## src/rtl/alu_pipe.sv

```systemverilog
// alu_pipe: registered ALU between the decode stage and register-file writeback.
//
// Operand side and result side both use valid/ready. A beat transfers on a
// rising clock edge where valid and ready are both high; the producer holds
// its payload stable while valid is high and ready is low, and valid never
// drops before the transfer completes.
//
// Ports
//   clk, rst_n        clock (rising edge), asynchronous active-low reset
//   in_valid/in_ready operand beat handshake
//   a, b, op          operands and opcode (ADD SUB AND OR XOR SHL SHR MUL)
//   out_valid/out_ready result beat handshake
//   y                 result
//   flag_z/n/c/v      zero, negative, carry/borrow/shift-out/MUL-high, signed overflow
//   err               illegal opcode (MUL with the multiplier compiled out)
//
// Optional feature: define ALU_MUL_EN to build the iterative shift-add
// multiplier (op 111, WIDTH+1 cycles in BUSY). Without it op 111 returns a
// single-cycle error result and no BUSY state exists.
//
// The FSM state is kept in the signal `state` for checkers to bind to.
module alu_pipe #(
    parameter int WIDTH = 8
) (
    input  logic             clk,
    input  logic             rst_n,
    input  logic             in_valid,
    output logic             in_ready,
    input  logic [WIDTH-1:0] a,
    input  logic [WIDTH-1:0] b,
    input  logic [2:0]       op,
    output logic             out_valid,
    input  logic             out_ready,
    output logic [WIDTH-1:0] y,
    output logic             flag_z,
    output logic             flag_n,
    output logic             flag_c,
    output logic             flag_v,
    output logic             err
);
    localparam int SHW = $clog2(WIDTH);

    localparam logic [2:0] OP_ADD = 3'b000;
    localparam logic [2:0] OP_SUB = 3'b001;
    localparam logic [2:0] OP_AND = 3'b010;
    localparam logic [2:0] OP_OR  = 3'b011;
    localparam logic [2:0] OP_XOR = 3'b100;
    localparam logic [2:0] OP_SHL = 3'b101;
    localparam logic [2:0] OP_SHR = 3'b110;
    localparam logic [2:0] OP_MUL = 3'b111;

`ifdef ALU_MUL_EN
    typedef enum logic [1:0] {IDLE = 2'd0, DONE = 2'd1, BUSY = 2'd2} state_t;
`else
    typedef enum logic [1:0] {IDLE = 2'd0, DONE = 2'd1} state_t;
`endif

    state_t state, state_nxt;
    logic   accept;
    logic   is_mul;

    // Gated by rst_n so the producer sees no ready while reset is held.
    assign in_ready  = rst_n & ((state == IDLE) | ((state == DONE) & out_ready));
    assign accept    = in_valid & in_ready;
    assign out_valid = (state == DONE);

`ifdef ALU_MUL_EN
    assign is_mul = (op == OP_MUL);
`else
    assign is_mul = 1'b0;
`endif

    // Single-cycle result, computed from the live operands and captured on accept.
    logic [WIDTH-1:0] c_y;
    logic             c_c, c_v, c_err;
    logic [WIDTH:0]   sum, diff, shl_w, shr_w;
    logic [SHW-1:0]   amt;

    always_comb begin
        amt   = b[SHW-1:0];
        sum   = {1'b0, a} + {1'b0, b};
        diff  = {1'b0, a} - {1'b0, b};
        // The extra bit catches the last bit shifted out; amount 0 leaves it 0.
        shl_w = {1'b0, a} << amt;
        shr_w = {a, 1'b0} >> amt;
        c_y   = '0;
        c_c   = 1'b0;
        c_v   = 1'b0;
        c_err = 1'b0;
        case (op)
            OP_ADD: begin
                c_y = sum[WIDTH-1:0];
                c_c = sum[WIDTH];
                c_v = (a[WIDTH-1] == b[WIDTH-1]) & (sum[WIDTH-1] != a[WIDTH-1]);
            end
            OP_SUB: begin
                c_y = diff[WIDTH-1:0];
                c_c = diff[WIDTH];  // borrow: a < b unsigned
                c_v = (a[WIDTH-1] != b[WIDTH-1]) & (diff[WIDTH-1] != a[WIDTH-1]);
            end
            OP_AND: c_y = a & b;
            OP_OR:  c_y = a | b;
            OP_XOR: c_y = a ^ b;
            OP_SHL: begin
                c_y = shl_w[WIDTH-1:0];
                c_c = shl_w[WIDTH];
            end
            OP_SHR: begin
                c_y = shr_w[WIDTH:1];
                c_c = shr_w[0];
            end
            default: begin
`ifndef ALU_MUL_EN
                c_err = 1'b1;
`endif
            end
        endcase
    end

`ifdef ALU_MUL_EN
    localparam logic [SHW:0] MUL_STEPS = (SHW + 1)'(WIDTH);
    logic [2*WIDTH-1:0] acc;
    logic [2*WIDTH-1:0] mcand;
    logic [WIDTH-1:0]   mplier;
    logic [SHW:0]       cnt;
`endif

    always_comb begin
        state_nxt = state;
        case (state)
            IDLE, DONE: begin
                if (accept) begin
`ifdef ALU_MUL_EN
                    state_nxt = is_mul ? BUSY : DONE;
`else
                    state_nxt = DONE;
`endif
                end else if ((state == DONE) && out_ready) begin
                    state_nxt = IDLE;
                end
            end
`ifdef ALU_MUL_EN
            // WIDTH partial-product cycles, then one cycle to publish the result.
            BUSY: if (cnt == MUL_STEPS) state_nxt = DONE;
`endif
            default: state_nxt = IDLE;
        endcase
    end

    always_ff @(posedge clk or negedge rst_n) begin
        if (!rst_n) begin
            state  <= IDLE;
            y      <= '0;
            flag_z <= 1'b0;
            flag_n <= 1'b0;
            flag_c <= 1'b0;
            flag_v <= 1'b0;
            err    <= 1'b0;
`ifdef ALU_MUL_EN
            acc    <= '0;
            mcand  <= '0;
            mplier <= '0;
            cnt    <= '0;
`endif
        end else begin
            state <= state_nxt;
            if (accept && !is_mul) begin
                y      <= c_y;
                flag_z <= (c_y == '0);
                flag_n <= c_y[WIDTH-1];
                flag_c <= c_c;
                flag_v <= c_v;
                err    <= c_err;
            end
`ifdef ALU_MUL_EN
            if (accept && is_mul) begin
                acc    <= '0;
                mcand  <= {{WIDTH{1'b0}}, a};
                mplier <= b;
                cnt    <= '0;
            end else if (state == BUSY) begin
                if (cnt == MUL_STEPS) begin
                    y      <= acc[WIDTH-1:0];
                    flag_z <= (acc[WIDTH-1:0] == '0);
                    flag_n <= acc[WIDTH-1];
                    flag_c <= (acc[2*WIDTH-1:WIDTH] != '0);
                    flag_v <= 1'b0;
                    err    <= 1'b0;
                end else begin
                    if (mplier[0]) acc <= acc + mcand;
                    mcand  <= mcand << 1;
                    mplier <= mplier >> 1;
                    cnt    <= cnt + 1'b1;
                end
            end
`endif
        end
    end
endmodule
```

## config.mk

```make
export PLATFORM = sky130hd
export DESIGN_NAME = alu_pipe
export DESIGN_NICKNAME = d
export VERILOG_FILES = /design/src/rtl/alu_pipe.sv
export SDC_FILE = /design/constraint.sdc
export NUM_CORES = 1
export LEC_CHECK = 0
export ABC_CLOCK_PERIOD_IN_PS = 1700
export CAP_MARGIN = 15
export CELL_PAD_IN_SITES_DETAIL_PLACEMENT = 2
export CELL_PAD_IN_SITES_GLOBAL_PLACEMENT = 2
export CORE_UTILIZATION = 31
export DETAILED_ROUTE_END_ITERATION = 8
export GPL_TIMING_DRIVEN = 0
export MAX_ROUTING_LAYER = met4
export PLACE_DENSITY_LB_ADDON = 0.1
export SETUP_SLACK_MARGIN = 0.02
export SYNTH_ARGS = -nofsm -noshare
export SYNTH_HDL_FRONTEND = slang
export SYNTH_SLANG_ARGS = --single-unit
```

## constraint.sdc

```tcl
create_clock -name clk -period 1.7 [get_ports clk]
set_input_delay 0.34 -clock clk [delete_from_list [all_inputs] [get_ports clk]]
set_output_delay 0.34 -clock clk [all_outputs]
set_load 0.01 [all_outputs]
```

==> flow_metrics.py <==
metrics = {
    "worst_setup_path": {
        "end_kind": "flop",
        "setup.worst_path.start": "b[1]",
        "path_cells": "buf_12 > buf_12 > clkinv_8 > ha_4 > a21o_1 > a21oi_2 > a221o_1 > o21ai_2 > or4b_4 > nor4_4 > a32o_1",
        "required_ns": 1.88,
        "worstSetupPathType": "input pin to flop",
        "arrival_ns": 2.52,
        "crit_family": "compound AO/OA/AOI/OAI gates",
        "crit_path_max_fanout": 4,
        "rrSetupSlack_ns": -0.04,
        "critPathBufInv": 3,
        "cp_common_cell": "buf_12",
        "timing.rr.end": "flag_z$_DFFE_PN0P_",
        "timing.rr.start": "state[0]$_DFFE_PN0P_",
        "cpMaxStageDelayCell": "or4b_4",
        "reg2regPathDepth": 7,
        "slowest_delay_ns": 0.50,
        "start_kind": "input pin",
    },
    "global_routing": {
        "grt_remaining_overflow": 0,
        "antenna_found_initial": 0,
        "grt_max_degree": 16,
        "grt_usage_pct": 30.0,
        "grt_pass1_wl_um": 16200,
        "grt_pass1_vias": 2866,
    },
    "timing": {
        "finalSetupViolations": 11,
        "max_slew_margin_pct": 57.1,
        "rsz0062_at_grt": "true",
        "post-route-period-util_pct": 137,
        "finalHoldViolations": 13,
        "setup_ws_ns": -0.635,
        "skew_ns": 0.00196,
        "worstMarginPinSlew_ns": 0.641,
        "period_needed_ns": 2.34,
        "fin_hold_ws_ns": -0.00585,
        "slew_violations": 0,
        "max_freq_mhz": 428,
    },
    "outcome": {
        "violations": "negative hold slack, negative setup slack",
        "status": "complete, but fails checks",
    },
    "detailed_routing": {
        "drt_wl_total_um": 10700,
        "vias": 2591,
        "antenna_left": 0,
        "vias_per_cell": 5.96,
        "wire_per_inst_um": 24.6,
        "drtIter0Drc": 188,
        "route.detailed.drc": 0,
        "dr.pass1.iters": 4,
    },
    "layout": {
        "syn_to_final_growth_pct": 77.0,
        "nNetsFinal": 406,
        "final_cell_mix": "buf_4 (34), buf_6 (18), clkdlybuf4s50_1 (17), nand2_1 (14), ha_1 (14)",
        "instances_no_fill": 435,
        "finish.utilization_pct": 56.4,
        "final_common_cell": "buf_4",
        "drive_gt1_share_pct": 49.0,
        "postLayoutCellArea_sq_mm": 0.00381,
        "nFillCells": 658,
        "num_antenna_cells": 0,
    },
    "cts": {
        "clock_latency_ns": 0.24,
        "clkSinkCount": 13,
        "cts.path.max_buffers": 2,
        "numCtsBuffers": 3,
        "cts_tree": "yes",
        "htreeDepth": 1,
        "cts-root-buf": "clkbuf_8",
        "clk_pin_slew_ns": 0.06,
    },
    "flow_run": {
        "drv_cap": 0,
    },
    "power": {
        "leakagePower_nw": 1.60,
        "power_density_mw_per_mm2": 523,
        "seq_power_share_pct": 20.0,
        "p_comb_share_pct": 66.2,
        "switching_share_pct": 39.9,
        "power.switching_w": 0.000795,
        "p_clk_share_pct": 13.9,
        "internal_power_w": 0.00120,
        "ir_drop_mv": 0.215,
    },
    "floorplan": {
        "core_area_sq_mm": 0.00676,
        "die_w_um": 85.4,
        "io_pins": 38,
        "start_util_pct": 31.9,
        "die_h_um": 85.4,
        "fp.dieArea_sq_mm": 0.00729,
        "row_count": 30,
    },
    "placed_design": {
        "portBuffers": 37,
        "place_area_sq_mm": 0.00280,
        "place_hpwl_um": 6600,
        "dpl.cell_count": 390,
        "place.gp.congestion": 0.926,
    },
    "synth": {
        "ys_async_sr_fraction_pct": 100,
        "synth_edf_count": 0,
        "synth_top_area_share_pct": 15.1,
        "syn_area_per_cell_sq_um": 7.92,
        "ys_warn_count": 0,
        "syn-instance-count": 272,
        "ys_types": 59,
        "synth_nets": 322,
        "synth_top_area_cell": "dfrtp_1",
        "synthTopCellsByArea": "dfrtp_1 (15%), ha_1 (15%), mux2i_1 (4.6%)",
        "synth_flop_cell": "dfrtp_1",
        "ys_seq_area_share_pct": 15.1,
        "synth_area_sq_mm": 0.00215,
        "ys_ff_latch": 13,
    },
    "worst_hold_path": {
        "hp-class": "input pin to async pin",
    },
}
-- power groups by stage --
stage	sequential [W]	combinational, W	clock, W
4_1_cts	0.000397	0.00117	0.000277
5_1_grt	0.000406	0.00140	0.000287
3_3_place_gp	0.000398	0.000861	0
3_5_place_dp	0.000403	0.000883	0
2_1_floorplan	0.000428	0.000485	0
6_report	0.000398	0.00132	0.000276
-- through the flow --
step	worst slack [ns]	setup TNS [ns]	total power [W]
final	-0.635	-3.90	0.00199
after global routing	-0.690	-4.59	0.00209
after CTS	-0.684	-4.31	0.00184
after detailed placement	-1.73	-16.31	0.00129
after global placement	-1.66	-15.98	0.00126
after floorplan	-0.531	-2.87	0.000913
-- state kept, by name, indices dropped and copies added (netlist names) --
name,count
err,1
flag_c,1
y,8
flag_v,1
flag_z,1
state,1
-- worst max-delay path by stage --
stage,end,slack [ns],cells after the start
detailed placement,flag_z$_DFFE_PN0P_,-1.73,11
floorplan,flag_z$_DFFE_PN0P_,-0.53,10
finish,flag_z$_DFFE_PN0P_,-0.64,11
global route,flag_z$_DFFE_PN0P_,-0.69,11
CTS,flag_z$_DFFE_PN0P_,-0.68,11
global placement,flag_z$_DFFE_PN0P_,-1.66,11
-- cell families after synthesis --
| kind of cell | count (synthesis) | synth area share [%] |
|---|---|---|
| buffers and inverters | 44 | 8.65 |
| adders and majority gates | 27 | 16.4 |
| AOI/OAI and AO/OA | 86 | 27.2 |
| and+or+nand+nor | 76 | 18.7 |
| xor gates and xnor gates | 5 | 2.03 |
| DFF | 13 | 15.1 |
| muxes | 21 | 12.0 |
-- area by class of cell --
| class | count | area, sq um | area share (%) |
|---|---|---|---|
| buffer | 15 | 164 | 4.30 |
| clock buffer | 4 | 45.0 | 1.18 |
| inverter | 25 | 139 | 3.64 |
| multi-input combinational | 215 | 2230 | 58.5 |
| sequential | 13 | 325 | 8.53 |
| tap | 80 | 100 | 2.62 |
| timing repair buffer | 83 | 811 | 21.3 |
-- worst register-to-register path, cell delays in order (launching register included) --
cell      delay, ns
dfrtp_1        0.40
nand2b_4       0.09
nand3_1        0.14
a21o_1         0.23
nor3_4         0.19
nand3_2        0.15
nor4_4         0.29
a32o_1         0.19
-- repair_timing --
action,4_1_cts,5_1_grt
pin swaps,33,22
hold buffers,0,0
endpoints found under the setup margin,14,14
setup buffers,37,16
gates resized for setup,187,47
hold endpoints to repair,0,0
-- cell usage after synthesis, types with 4 or more instances --
master,number
ha_1,25
o2111ai_1,4
mux2_2,8
nor2_1,15
nand3_1,8
nand2_1,15
nor3_1,12
a22oi_1,7
buf_2,8
a21oi_1,17
a21o_1,4
inv_1,23
mux2i_1,10
o21ai_0,12
o22ai_1,10
or3_1,5
clkbuf_1,8
dfrtp_1,13
-- metal layers --
metal | up-vias | share of wire, % | global-route usage, %
met2 | 82 | 51 | 54.6
met1 | 1297 | 43 | 35.4
li1 | 1184 | - | -
met4 | 0 | 3.0 | 8.33
met3 | 28 | 3.3 | 2.14
met5 | - | 0 | -
(Power assumes the default switching activity.)
